--- config.mk ---
export PLATFORM = sky130hd
export DESIGN_NAME = vctr_strm_sched
export DESIGN_NICKNAME = d
export VERILOG_FILES = /design/src/rtl/vctr_strm_sched.sv
export SDC_FILE = /design/constraint.sdc
export NUM_CORES = 1
export LEC_CHECK = 0
export ABC_AREA = 1
export BUFFER_PORTS_ARGS = -buffer_cell sky130_fd_sc_hd__buf_4
export CAP_MARGIN = 20
export CORE_MARGIN = 4
export CORE_UTILIZATION = 50
export DETAILED_ROUTE_END_ITERATION = 8
export PLACE_DENSITY = 0.72
export SLEW_MARGIN = 15
export SYNTH_ARGS = -nofsm -noshare
export SYNTH_HDL_FRONTEND = slang
export SYNTH_SLANG_ARGS = --single-unit
--- constraint.sdc ---
create_clock -name clk -period 3.9 [get_ports clk]
set_clock_uncertainty 0.1 [all_clocks]
set_input_delay 0.78 -clock clk [delete_from_list [all_inputs] [get_ports clk]]
set_output_delay 0.78 -clock clk [all_outputs]
set_load 0.02 [all_outputs]
--- src/rtl/vctr_strm_sched.sv ---
// Round-robin job scheduler that shares one vector stream datapath between NUM_REQ
// requesters: programs the length, pulses start, tracks beats, and aborts stalled jobs.
module vctr_strm_sched #(
  parameter int NUM_REQ      = 2,
  parameter int LENGTH_BITS  = 10,
  parameter int TIMEOUT_BITS = 12
) (
  input  logic                           clk,
  input  logic                           rst,
  input  logic [NUM_REQ-1:0]             req,
  input  logic [NUM_REQ*LENGTH_BITS-1:0] req_len,
  output logic [NUM_REQ-1:0]             grant,
  output logic [NUM_REQ-1:0]             job_done,
  output logic [NUM_REQ-1:0]             job_err,
  output logic                           busy,
  output logic [LENGTH_BITS-1:0]         dp_vector_length,
  output logic                           dp_start,
  output logic                           dp_soft_rst,
  input  logic                           dp_done,
  input  logic                           dp_idle,
  input  logic                           dp_out_beat
);

  localparam int IDX_W = (NUM_REQ > 1) ? $clog2(NUM_REQ) : 1;

  localparam logic [2:0] S_IDLE     = 3'd0;
  localparam logic [2:0] S_LOAD     = 3'd1;
  localparam logic [2:0] S_WAIT     = 3'd2;
  localparam logic [2:0] S_RUN      = 3'd3;
  localparam logic [2:0] S_COMPLETE = 3'd4;
  localparam logic [2:0] S_ABORT    = 3'd5;

  // Last watchdog value before expiry: the abort fires after 2**TIMEOUT_BITS-1 stalled cycles.
  localparam logic [TIMEOUT_BITS-1:0] WD_LAST = {{(TIMEOUT_BITS-1){1'b1}}, 1'b0};

  logic [2:0]              r_state;
  logic [IDX_W-1:0]        r_rr_ptr;
  logic [IDX_W-1:0]        r_owner;
  logic [NUM_REQ-1:0]      r_grant;
  logic [NUM_REQ-1:0]      r_done;
  logic [NUM_REQ-1:0]      r_err;
  logic                    r_busy;
  logic [LENGTH_BITS-1:0]  r_len;
  logic                    r_start;
  logic                    r_soft_rst;
  logic [LENGTH_BITS-1:0]  r_beat_cnt;
  logic [TIMEOUT_BITS-1:0] r_wdog;

  logic                    w_any;
  logic [IDX_W-1:0]        w_pick;
  logic [LENGTH_BITS-1:0]  w_pick_len;
  logic [IDX_W-1:0]        w_rr_next;
  logic                    w_expire;

  // NOTE: every variable assigned in always_comb gets a default first so no latch is inferred.
  always_comb begin
    w_any  = 1'b0;
    w_pick = '0;
    for (int k = 0; k < NUM_REQ; k++) begin
      if (!w_any && req[(int'(r_rr_ptr) + k) % NUM_REQ]) begin
        w_any  = 1'b1;
        w_pick = IDX_W'((int'(r_rr_ptr) + k) % NUM_REQ);
      end
    end
  end

  assign w_pick_len = req_len[w_pick*LENGTH_BITS +: LENGTH_BITS];
  assign w_rr_next  = (r_owner == IDX_W'(NUM_REQ-1)) ? '0 : r_owner + IDX_W'(1);
  assign w_expire   = (r_wdog == WD_LAST) &&
                      ((r_state == S_WAIT) || ((r_state == S_RUN) && !dp_out_beat));

  // NOTE: sequential state uses non-blocking assignments so every register samples pre-edge values.
  always_ff @(posedge clk or posedge rst) begin
    if (rst) begin
      r_state    <= S_IDLE;
      r_rr_ptr   <= '0;
      r_owner    <= '0;
      r_grant    <= '0;
      r_done     <= '0;
      r_err      <= '0;
      r_busy     <= 1'b0;
      r_len      <= '0;
      r_start    <= 1'b0;
      r_soft_rst <= 1'b0;
      r_beat_cnt <= '0;
      r_wdog     <= '0;
    end else begin
      r_start    <= 1'b0;
      r_soft_rst <= 1'b0;
      r_done     <= '0;
      r_err      <= '0;
      case (r_state)
        S_IDLE: begin
          if (w_any) begin
            r_state    <= S_LOAD;
            r_owner    <= w_pick;
            r_grant    <= NUM_REQ'(1) << w_pick;
            r_len      <= w_pick_len;
            r_start    <= (w_pick_len != '0);
            r_busy     <= 1'b1;
            r_beat_cnt <= '0;
            r_wdog     <= '0;
          end
        end
        S_LOAD: begin
          if (r_len == '0) begin
            r_state <= S_COMPLETE;
            r_done  <= r_grant;
          end else begin
            r_state <= S_WAIT;
          end
        end
        S_WAIT: begin
          if (w_expire) begin
            r_state    <= S_ABORT;
            r_err      <= r_grant;
            r_soft_rst <= 1'b1;
          end else begin
            r_wdog <= r_wdog + TIMEOUT_BITS'(1);
            if (!dp_idle) r_state <= S_RUN;
          end
        end
        S_RUN: begin
          if (dp_done && (r_beat_cnt == r_len)) begin
            r_state <= S_COMPLETE;
            r_done  <= r_grant;
          end else if (w_expire) begin
            r_state    <= S_ABORT;
            r_err      <= r_grant;
            r_soft_rst <= 1'b1;
          end else if (dp_out_beat) begin
            r_wdog <= '0;
            if (r_beat_cnt != r_len) r_beat_cnt <= r_beat_cnt + LENGTH_BITS'(1);
          end else begin
            r_wdog <= r_wdog + TIMEOUT_BITS'(1);
          end
        end
        S_COMPLETE, S_ABORT: begin
          // A zero-length job never touched the datapath, so there is no idle to wait for.
          if ((r_state == S_ABORT) || (r_len == '0) || dp_idle) begin
            r_state    <= S_IDLE;
            r_rr_ptr   <= w_rr_next;
            r_grant    <= '0;
            r_busy     <= 1'b0;
            r_beat_cnt <= '0;
          end
        end
        default: r_state <= S_IDLE;
      endcase
    end
  end

  assign grant            = r_grant;
  assign job_done         = r_done;
  assign job_err          = r_err;
  assign busy             = r_busy;
  assign dp_vector_length = r_len;
  assign dp_start         = r_start;
  assign dp_soft_rst      = r_soft_rst;

endmodule

==> metrics.log, run 1 <==
[metrics] run status: completed
[metrics] switching share of total power: 48.5%
[metrics] ports placed on the boundary: 46
[metrics] number of sinks on the clock net: 46
[metrics] Num CTS Buffers: 5
[metrics] Slew HR: 61.1%
[metrics] Total Negative Setup Slacks: 0 ps
[metrics] gr ovfl total: 0
[metrics] clock tree from TritonCTS: yes
[metrics] fill count: 545
[metrics] setup violation total in the final timing report: 0
[metrics] P per Cell Area: 623 mW/mm^2
[metrics] maximum number of pins on one net before global-route repair: 47
[metrics] leakage power: 1.77 nW
[metrics] die area: 0.00706 mm^2
[metrics] maximum resistive drop on vdd: 0.438 mV
[metrics] GRT Util Overall: 19.9%
[metrics] # rows: 27
[metrics] drt wl/cell: 12.2 um
[metrics] fmax: 0.420 GHz
[metrics] Clock Latency Late Sink: 300 ps
[metrics] CP endpoint kind: register
[metrics] tightest hold margin: 294 ps
[metrics] Critical Path Start: dp_out_beat
[metrics] first drt pass iteration count: 4
[metrics] buffers plus inverters on the worst setup path: 2
[metrics] Die Span Y: 84.0 um
[metrics] antenna cells: 0
[metrics] most common cell type on the critical path: sky130_fd_sc_hd__nand2_1
[metrics] DRT Wirelength: 6520 um
[metrics] Port Buffer Count: 45
[metrics] CP Cell Sequence: buf_4 -> inv_1 -> o21ai_2 -> nor3_4 -> nor2_1 -> nand2_1 -> nand2_1 -> nand2_2 -> nand2_1 -> nand2_1
[metrics] final-report max-slew violation count: 0
[metrics] core region area: 0.00554 mm^2
[metrics] clock transition at the register clock pins on the worst setup and hold paths after CTS: 80 ps
[metrics] Critical Path Fanout Max: 13
[metrics] switching power summed over all nets: 1.01 mW
[metrics] final instance area: 0.00335 mm^2
[metrics] cell at the root of the clock tree: sky130_fd_sc_hd__clkbuf_8
[metrics] routed via count: 2710
[metrics] slowest cell on the critical path: sky130_fd_sc_hd__o21ai_2
[metrics] maximum level of the CTS H-tree: 2
[metrics] die extent in x: 84.0 um
[metrics] sequential share of power: 34.6%
[metrics] number of nets with antenna violations after detailed routing: 0
[metrics] crit path DAT: 2470 ps
[metrics] number of storage elements in the synthesis netlist: 46
[metrics] Avg Cell Area, Syn: 6.85 um^2
[metrics] number of buffers inserted by post-CTS setup repair: 0
[metrics] Worst setup SP type: input port
[metrics] number of buffers on the longest clock path: 2
[metrics] clock share of power: 13.6%
[metrics] area growth from synthesis to final layout: 16.0%
[metrics] number of gates resized after CTS: 0
[metrics] sequential fraction of the synthesis area: 39.8%
[metrics] RSZ-0062 raised after global routing: no
[metrics] number of antenna violations at the first check in global routing: 0
[metrics] Critical R2R Launch: r_state[0]
[metrics] number of nets in the finished design: 494
[metrics] Worst Hold Class: input port to asynchronous set/reset pin
[metrics] Synthesis Warnings: 0
[metrics] number of max-cap violations: 0
[metrics] synthesized netlist net count: 452
[metrics] cell area after synthesis: 0.00289 mm^2
[metrics] shortest clock period the worst path allows after layout: 2380 ps
[metrics] post-synthesis cell type count: 34
[metrics] total area of multi-input combinational cells: 0.00152 mm^2
[metrics] vias per std cell: 5.06
[metrics] cell family with the largest share of critical-path delay: simple AND/OR/NAND/NOR gates
[metrics] Setup Crit Path Kind: input port to register
[metrics] Post-DP Area: 0.00325 mm^2
[metrics] leading cell type in the layout, fill and taps excluded: sky130_fd_sc_hd__nand2_1
[metrics] Data required, critical path: 3990 ps
[metrics] Worst Max-Slew Pin Slew: 583 ps
[metrics] top library cells by usage in the layout, fill and taps aside: sky130_fd_sc_hd__nand2_1, sky130_fd_sc_hd__nor2_1, sky130_fd_sc_hd__dfrtp_1
[metrics] Period Utilization, post-route: 61.1%
[metrics] first-pass GRT wire length: 11600 um
[metrics] DRC violation count after routing: 0
[metrics] Initial Utilization: 52.2%
[metrics] iteration-0 DRC count of the detailed router: 108
[metrics] number of global-route vias before repair: 2634
[metrics] sequential cell area: 0.00115 mm^2
[metrics] Max stage delay on crit path: 480 ps
[metrics] total half-perimeter wirelength after legalization and detailed placement: 4970 um
[metrics] fraction of layout cells with a size suffix above 1: 15.3%
[metrics] combinational power share: 51.9%
[metrics] internal power contribution: 1.08 mW
[metrics] Hold Fails Final Rpt: 0
[metrics] total of hold buffers inserted after clock tree synthesis: 0
[metrics] post-synthesis cell count: 422
[metrics] placer's final routability congestion estimate: 0.879
==> synth_stat cells, drive strengths merged <==
cell / number / area, um^2
nand2: 168 / 648
xnor2: 9 / 78.8
o21a: 1 / 7.51
clkbuf: 3 / 11.3
o21ai: 13 / 68.8
xor2: 4 / 35.0
dfrtp: 46 / 1150
a22o: 1 / 8.76
nand4: 2 / 12.5
a31oi: 1 / 6.26
or2: 1 / 6.26
nor3: 8 / 51.3
buf: 8 / 55.1
nand3b: 2 / 15.0
inv: 41 / 154
nor3b: 2 / 15.0
a21oi: 9 / 45.0
clkinv: 1 / 3.75
mux2i: 2 / 20.0
nand3: 43 / 220
nor2: 54 / 239
ha: 3 / 37.5
==> area by class of cell <==
cell class,count,area share (%)
Sequential cell,46,34.3
Clock buffer,6,2.16
Inverter,42,4.70
Timing Repair Buffer,46,10.7
Clock inverter,1,0.224
Tap cell,72,2.69
Multi-Input combinational cell,323,45.2
==> path summary, 6_finish.rpt <==
check	to	slack (ps)	cells after the start
worst max-delay path	r_beat_cnt[8]	1520	10
worst min-delay path	dp_vector_length[6]	290	2
worst max register to register	r_beat_cnt[8]	1600	9
worst min register to register	r_rr_ptr	370	1
max in group asynchronous	r_wdog[0]	2950	3
min in group clk	r_rr_ptr	370	1
==> power groups by stage <==
stage / Combinational (mW) / Clock [mW] / Sequential, mW
floorplan: 0.774 / 0 / 0.782
global placement: 1.07 / 0 / 0.735
detailed placement: 1.09 / 0 / 0.732
CTS: 1.10 / 0.290 / 0.724
global route: 1.23 / 0.312 / 0.743
finish: 1.08 / 0.283 / 0.723
==> logic make-up after synthesis <==
group                    synth area share [%]
flip-flops                               39.8
AND/OR/NAND/NOR                          41.8
buffers and inverters                    7.75
AO/OA/AOI/OAI                            4.72
XOR/XNOR                                 3.94
adder cells (fa/ha/maj)                  1.30
multiplexers                            0.693
==> per-layer routing <==
metal / wire length [um] / GRT usage (%) / share of wire, %
met1: 2960 / 25.8 / 45
met2: 3040 / 32.0 / 47
met3: 337 / 4.05 / 5.2
met4: 184 / 8.63 / 2.8
met5: 0 / 0 / 0
==> per-stage QoR <==
step	total power, mW	utilization [%]	std cells	setup WS [ps]
global placement	1.80	58.7	528	1220
floorplan	1.56	-	422	1930
CTS	2.11	60.1	535	1500
finish	2.09	60.5	536	1520
detailed placement	1.83	58.7	528	1180
global route	2.29	60.5	536	1290
==> flip-flops by register name (all words and copies together) (netlist names), 2 cells and up <==
name              flops
r_wdog               12
dp_vector_length     10
r_beat_cnt           10
r_state               3
grant                 2
job_done              2
job_err               2
(Power assumes the default switching activity.)
==> run 2, diff against run 1 <==
==> constraint.sdc (replaced) <==
create_clock -name clk -period 2.39 [get_ports clk]
set_clock_uncertainty 0.1 [all_clocks]
set_input_delay 0.478 -clock clk [delete_from_list [all_inputs] [get_ports clk]]
set_output_delay 0.478 -clock clk [all_outputs]
set_load 0.02 [all_outputs]
==> metrics.log, run 2 (same netlist as run 1, synthesis figures left out) <==
[metrics] run status: completed (unchanged)
[metrics] metal3 WL: 297 um (was 337 um)
[metrics] total of hold buffers inserted after clock tree synthesis: 0 (unchanged)
[metrics] total half-perimeter wirelength after legalization and detailed placement: 5010 um (was 4970 um)
[metrics] buffers plus inverters on the worst setup path: 1 (was 2)
[metrics] Max stage delay on crit path: 440 ps (was 480 ps)
[metrics] fill count: 502 (was 545)
[metrics] number of buffers on the longest clock path: 2 (unchanged)
[metrics] clock transition at the register clock pins on the worst setup and hold paths after CTS: 80 ps (about the same)
[metrics] Setup Crit Path Kind: register to register (was input port to register)
[metrics] number of antenna violations at the first check in global routing: 0 (unchanged)
[metrics] fmax: 0.478 GHz
[metrics] clock tree from TritonCTS: yes (unchanged)
[metrics] Worst setup SP type: register (was input port)
[metrics] smallest setup slack after layout: 299 ps (was 1520 ps)
[metrics] final-report max-slew violation count: 0 (unchanged)
[metrics] Period Utilization, post-route: 87.5%
[metrics] slowest cell on the critical path: sky130_fd_sc_hd__dfrtp_1 (was sky130_fd_sc_hd__o21ai_2)
[metrics] Die Span Y: 84.0 um (unchanged)
[metrics] Worst Hold Class: input port to asynchronous set/reset pin (unchanged)
[metrics] antenna cells: 0 (unchanged)
[metrics] number of global-route vias before repair: 2572 (was 2634)
[metrics] highest metal used: met4 (unchanged)
[metrics] maximum number of pins on one net before global-route repair: 20 (was 47)
[metrics] largest reg by FF count: r_wdog (unchanged)
[metrics] number of sinks on the clock net: 46 (unchanged)
[metrics] core region area: 0.00554 mm^2 (unchanged)
[metrics] die extent in x: 84.0 um (unchanged)
[metrics] placer's final routability congestion estimate: 0.833 (was 0.879)
[metrics] P per Cell Area: 1030 mW/mm^2 (was 623 mW/mm^2)
[metrics] DRT Wirelength: 6430 um (was 6520 um)
[metrics] cell at the root of the clock tree: sky130_fd_sc_hd__clkbuf_8 (unchanged)
[metrics] leakage power: 1.80 nW (was 1.77 nW)
[metrics] iteration-0 DRC count of the detailed router: 142 (was 108)
[metrics] Num CTS Buffers: 5 (unchanged)
[metrics] Port Buffer Count: 45 (unchanged)
[metrics] number of nets in the finished design: 500 (was 494)
[metrics] routed metal-1 wire length: 2980 um (was 2960 um)
[metrics] flip-flop count of the largest register after layout: 12 (unchanged)
[metrics] Critical R2R Launch: r_state[2] (was r_state[0])
[metrics] drt wl/cell: 11.8 um (was 12.2 um)
[metrics] first-pass GRT wire length: 11400 um (was 11600 um)
[metrics] top library cells by usage in the layout, fill and taps aside: sky130_fd_sc_hd__nand2_1, sky130_fd_sc_hd__buf_4, sky130_fd_sc_hd__nor2_1 (was sky130_fd_sc_hd__nand2_1, sky130_fd_sc_hd__nor2_1, sky130_fd_sc_hd__dfrtp_1)
[metrics] setup violation total in the final timing report: 0 (unchanged)
[metrics] DRC violation count after routing: 0 (unchanged)
[metrics] number of gates resized after CTS: 0 (unchanged)
[metrics] Data required, critical path: 2480 ps (was 3990 ps)
[metrics] capture point of the worst reg-to-reg path: r_wdog[7] (was r_beat_cnt[8])
[metrics] number of nets with antenna violations after detailed routing: 0 (unchanged)
[metrics] Initial Utilization: 52.2% (unchanged)
[metrics] Hold Fails Final Rpt: 0 (unchanged)
[metrics] shortest clock period the worst path allows after layout: 2090 ps
[metrics] leading cell type in the layout, fill and taps excluded: sky130_fd_sc_hd__nand2_1 (unchanged)
[metrics] area growth from synthesis to final layout: 17.5% (was 16.0%)
[metrics] die area: 0.00706 mm^2 (unchanged)
[metrics] Worst Max-Slew Pin Slew: 520 ps (was 583 ps)
[metrics] crit path DAT: 2180 ps (was 2470 ps)
[metrics] Critical Path Fanout Max: 13 (unchanged)
[metrics] RSZ-0062 raised after global routing: no (unchanged)
[metrics] Clock Latency Late Sink: 290 ps (was 300 ps)
[metrics] Slew HR: 65.3% (was 61.1%)
[metrics] number of buffers inserted by post-CTS setup repair: 0 (unchanged)
[metrics] # rows: 27 (unchanged)
[metrics] CP endpoint kind: register (unchanged)
[metrics] total power of the final layout: 3.50 mW (was 2.09 mW)
[metrics] first drt pass iteration count: 4 (unchanged)
[metrics] vias per std cell: 4.96 (was 5.06)
[metrics] Worst R2R Path Depth: 8 (was 9)
[metrics] Place WS: 328 ps (was 1180 ps)
[metrics] Total Negative Setup Slacks: 0 ps (unchanged)
[metrics] flop-to-flop setup slack: 300 ps (was 1600 ps)
[metrics] routed via count: 2694 (was 2710)
[metrics] CP Cell Sequence: inv_2 -> nand3_1 -> nand3b_1 -> nand3_1 -> nor2_2 -> nand2_2 -> nand2_1 -> nand2_1 (was buf_4 -> inv_1 -> o21ai_2 -> nor3_4 -> nor2_1 -> nand2_1 -> nand2_1 -> nand2_2 -> nand2_1 -> nand2_1)
[metrics] total length of routed met2 wires: 3060 um (was 3040 um)
[metrics] ports placed on the boundary: 46 (unchanged)
[metrics] gr ovfl total: 0 (unchanged)
[metrics] maximum resistive drop on vdd: 0.669 mV (was 0.438 mV)
[metrics] fraction of layout cells with a size suffix above 1: 16.6% (was 15.3%)
[metrics] maximum level of the CTS H-tree: 2 (unchanged)
[metrics] number of max-cap violations: 0 (unchanged)
[metrics] GRT Util Overall: 19.3% (was 19.9%)
[metrics] cell family with the largest share of critical-path delay: simple AND/OR/NAND/NOR gates (unchanged)
## run 2: cell count changes in the layout (fill, tap and decap cells not counted)
cell / delta
sky130_fd_sc_hd__buf_12: -1
sky130_fd_sc_hd__clkbuf_8: +1
sky130_fd_sc_hd__clkinvlp_4: -1
sky130_fd_sc_hd__clkinv_2: +1
sky130_fd_sc_hd__buf_4: +7
## run 2: how the worst max path moves through the flow
| stage | startpoint | end | slack (ps) | cells after the start |
|---|---|---|---|---|
| 2_1_floorplan | dp_vector_length[9] | dp_vector_length[2] | 640 | 10 |
| 3_3_place_gp | r_wdog[0] | r_wdog[3] | 430 | 8 |
| 3_5_place_dp | r_state[2] | r_wdog[7] | 330 | 8 |
| 4_1_cts | r_state[2] | r_wdog[7] | 310 | 8 |
| 5_1_grt | r_state[2] | r_wdog[3] | 90 | 8 |
| 6_report | r_state[2] | r_wdog[7] | 300 | 8 |
## run 2: report_power, final
group	switching, mW	leakage, nW	internal [mW]
combinational	1.20	1.14	0.643
clock	0.252	0.0482	0.234
sequential	0.215	0.610	0.966
total	1.66	1.80	1.84
## run 2: per-layer routing
metal | vias up | global-route usage (%)
met2 | 72 | 32.4
met5 | - | 0
met4 | 0 | 5.56
met1 | 1207 | 25.7
li1 | 1404 | -
met3 | 11 | 2.96
## run 2: metrics by stage
step           cells  hold WS, ps  instance area (um^2)  util (%)
6_report         543         32.1                  3400      61.3
3_5_place_dp     535          360                  3300      59.6
2_1_floorplan    422          328                  2890         -
5_1_grt          543         50.9                  3400      61.3
4_1_cts          543         43.4                  3400      61.3
3_3_place_gp     535          358                  3300      59.6
## run 2: cell type report
type | count | area, um^2 | area share [%]
Tap cell | 72 | 90.1 | 2.65
Clock buffer | 7 | 86.3 | 2.54
Timing Repair Buffer | 52 | 390 | 11.5
Sequential cell | 46 | 1150 | 33.9
Multi-Input combinational cell | 323 | 1520 | 44.6
Clock inverter | 1 | 5.00 | 0.147
Inverter | 42 | 158 | 4.64
## run 2: worst reg2reg max path: stages, from the launching register on
cell and delay (ps):
sky130_fd_sc_hd__dfrtp_1 440, sky130_fd_sc_hd__inv_2 100, sky130_fd_sc_hd__nand3_1 160, sky130_fd_sc_hd__nand3b_1 190
sky130_fd_sc_hd__nand3_1 120, sky130_fd_sc_hd__nor2_2 430, sky130_fd_sc_hd__nand2_2 280, sky130_fd_sc_hd__nand2_1 120
sky130_fd_sc_hd__nand2_1 50
==> run 3, diff against run 2 <==
--- a/config.mk
+++ b/config.mk
@@ -8,11 +8,13 @@
 export ABC_AREA = 1
 export BUFFER_PORTS_ARGS = -buffer_cell sky130_fd_sc_hd__buf_4
 export CAP_MARGIN = 20
+export CELL_PAD_IN_SITES_DETAIL_PLACEMENT = 2
+export CELL_PAD_IN_SITES_GLOBAL_PLACEMENT = 2
 export CORE_MARGIN = 4
-export CORE_UTILIZATION = 50
+export CORE_UTILIZATION = 31
 export DETAILED_ROUTE_END_ITERATION = 8
-export PLACE_DENSITY = 0.72
-export SLEW_MARGIN = 15
+export PLACE_DENSITY_LB_ADDON = 0.1
+export SLEW_MARGIN = 20
 export SYNTH_ARGS = -nofsm -noshare
 export SYNTH_HDL_FRONTEND = slang
 export SYNTH_SLANG_ARGS = --single-unit
==> constraint.sdc (replaced) <==
create_clock -name clk -period 2 [get_ports clk]
set_clock_uncertainty 0.1 [all_clocks]
set_input_delay 0.4 -clock clk [delete_from_list [all_inputs] [get_ports clk]]
set_output_delay 0.4 -clock clk [all_outputs]
set_load 0.02 [all_outputs]
==> metrics.log, run 3 (same netlist as run 1, synthesis figures left out) <==
[metrics] Worst Max-Slew Pin Slew: 307 ps (was 520 ps)
[metrics] maximum number of pins on one net before global-route repair: 22 (was 20)
[metrics] most common cell type on the critical path: sky130_fd_sc_hd__nand3_1
[metrics] number of sinks on the clock net: 46 (unchanged)
[metrics] Place WS: 108 ps (was 328 ps)
[metrics] final instance area: 0.00359 mm^2 (was 0.00340 mm^2)
[metrics] flop-to-flop setup slack: 170 ps (was 300 ps)
[metrics] # rows: 34 (was 27)
[metrics] crit path DAT: 1940 ps (was 2180 ps)
[metrics] Max stage delay on crit path: 460 ps (was 440 ps)
[metrics] Period Utilization, post-route: 91.7% (was 87.5%)
[metrics] largest reg by FF count: r_wdog (unchanged)
[metrics] GRT Util Overall: 18.1% (was 19.3%)
[metrics] Clock Latency Late Sink: 300 ps (was 290 ps)
[metrics] routed via count: 2940 (was 2694)
[metrics] Post-DP Area: 0.00346 mm^2 (was 0.00330 mm^2)
[metrics] clock transition at the register clock pins on the worst setup and hold paths after CTS: 100 ps (was 80 ps)
[metrics] fmax: 0.545 GHz (was 0.478 GHz)
[metrics] number of buffers on the longest clock path: 2 (unchanged)
[metrics] Die Span Y: 105 um (was 84.0 um)
[metrics] gr ovfl total: 0 (unchanged)
[metrics] flip-flop count of the largest register after layout: 12 (unchanged)
[metrics] vias per std cell: 4.94 (was 4.96)
[metrics] first-pass GRT wire length: 16300 um (was 11400 um)
[metrics] Hold Fails Final Rpt: 0 (unchanged)
[metrics] ports placed on the boundary: 46 (unchanged)
[metrics] iteration-0 DRC count of the detailed router: 61 (was 142)
[metrics] smallest setup slack after layout: 166 ps (was 299 ps)
[metrics] number of global-route vias before repair: 3239 (was 2572)
[metrics] Port Buffer Count: 45 (unchanged)
[metrics] maximum level of the CTS H-tree: 2 (unchanged)
[metrics] Worst setup SP type: register (unchanged)
[metrics] CP endpoint kind: register (unchanged)
[metrics] run status: completed (unchanged)
[metrics] cell at the root of the clock tree: sky130_fd_sc_hd__clkbuf_8 (unchanged)
[metrics] number of max-cap violations: 0 (unchanged)
[metrics] fraction of layout cells with a size suffix above 1: 20.3% (was 16.6%)
[metrics] slowest cell on the critical path: sky130_fd_sc_hd__dfrtp_2 (was sky130_fd_sc_hd__dfrtp_1)
[metrics] antenna cells: 0 (unchanged)
[metrics] total half-perimeter wirelength after legalization and detailed placement: 7670 um (was 5010 um)
[metrics] Total Negative Setup Slacks: 0 ps (unchanged)
[metrics] tightest hold margin: 326 ps (was 32.1 ps)
[metrics] number of nets in the finished design: 516 (was 500)
[metrics] Data required, critical path: 2100 ps (was 2480 ps)
[metrics] Num CTS Buffers: 5 (unchanged)
[metrics] end-of-flow core utilization: 40.4% (was 61.3%)
[metrics] Setup Crit Path Kind: register to register (unchanged)
[metrics] setup violation total in the final timing report: 0 (unchanged)
[metrics] CP Cell Sequence: inv_1 -> ha_1 -> nand2_1 -> nor2_1 -> nand3_1 -> nand3_1 -> nand3_1 -> inv_1 -> nand2_1 -> o21ai_0 (was inv_2 -> nand3_1 -> nand3b_1 -> nand3_1 -> nor2_2 -> nand2_2 -> nand2_1 -> nand2_1)
[metrics] Slew HR: 79.5% (was 65.3%)
[metrics] Worst Hold Class: input port to register (was input port to asynchronous set/reset pin)
[metrics] drt wl/cell: 15.8 um (was 11.8 um)
[metrics] maximum resistive drop on vdd: 0.582 mV (was 0.669 mV)
[metrics] core region area: 0.00889 mm^2 (was 0.00554 mm^2)
[metrics] clock tree from TritonCTS: yes (unchanged)
[metrics] placer's final routability congestion estimate: 0.834 (was 0.833)
[metrics] leakage power: 1.88 nW (was 1.80 nW)
[metrics] die area: 0.0109 mm^2 (was 0.00706 mm^2)
[metrics] final-report max-slew violation count: 0 (unchanged)
[metrics] number of antenna violations at the first check in global routing: 0 (unchanged)
[metrics] top library cells by usage in the layout, fill and taps aside: sky130_fd_sc_hd__nand2_1, sky130_fd_sc_hd__buf_4, sky130_fd_sc_hd__nor2_1 (unchanged)
[metrics] first drt pass iteration count: 4 (unchanged)
[metrics] Initial Utilization: 32.5% (was 52.2%)
[metrics] number of nets with antenna violations after detailed routing: 0 (unchanged)
[metrics] die extent in x: 105 um (was 84.0 um)
[metrics] DRC violation count after routing: 0 (unchanged)
[metrics] leading cell type in the layout, fill and taps excluded: sky130_fd_sc_hd__nand2_1 (unchanged)
[metrics] area growth from synthesis to final layout: 24.3% (was 17.5%)
[metrics] P per Cell Area: 1260 mW/mm^2 (was 1030 mW/mm^2)
[metrics] shortest clock period the worst path allows after layout: 1830 ps (was 2090 ps)
[metrics] Critical Path Fanout Max: 6 (was 13)
[metrics] DRT Wirelength: 9420 um (was 6430 um)
run 3: changes by cell type in the layout (fill, tap and decap cells not counted), sizes merged:
cell and change:
buf +15, dlygate4sd3 +1
run 3: metal layers:
metal  GRT usage, %  share of wire, %  vias to the layer above
met1           22.9                46                     1450
met3           3.08               3.4                        8
met2           32.5                50                       42
li1               -                 -                     1440
met4           3.42              0.79                        0
met5              0                 0                        -
run 3: report_power, final:
group          switching [mW]  internal, mW
registers               0.264          1.16
logic                    1.60         0.880
clock network           0.334         0.280
run 3: layout make-up:
type                    instances  area, um^2
clock buffers                   7        86.3
flip-flops and latches         46        1160
multi-input cells             323        1530
fillers                      1095        5300
repair buffers                 68         526
well taps                     108         135
inverters                      42         158
clock inverters                 1        5.00
run 3: path summary, 6_finish.rpt:
kind / start / to / cells after the start
min in group asynchronous: rst / r_beat_cnt[0] / 3
max: r_wdog[0] / r_state[2] / 10
max in group asynchronous: rst / r_wdog[0] / 4
max reg2reg: r_wdog[0] / r_state[2] / 10
min reg2reg: r_owner / r_rr_ptr / 1
min: req[1] / r_owner / 3
run 3: stage by stage:
stage,instances,power [mW]
final,595,4.52
after global routing,595,4.96
after CTS,593,4.57
after detailed placement,584,3.93
after global placement,584,3.83
after floorplan,422,3.03
run 3: timing repair:
action,in CTS,in global routing
hold buffers,1,0
setup buffers,0,2
setup endpoints to repair,0,12
gates resized for setup,0,7
hold endpoints to repair,6,0
run 3: worst max-delay path, delay by kind of cell (launching register included):
family,cells,cell delay (ps)
AOI/OAI and AO/OA,1,240
and+or+nand+nor,6,630
adders and majority gates,1,160
DFF,1,460
buffers and inverters,2,140
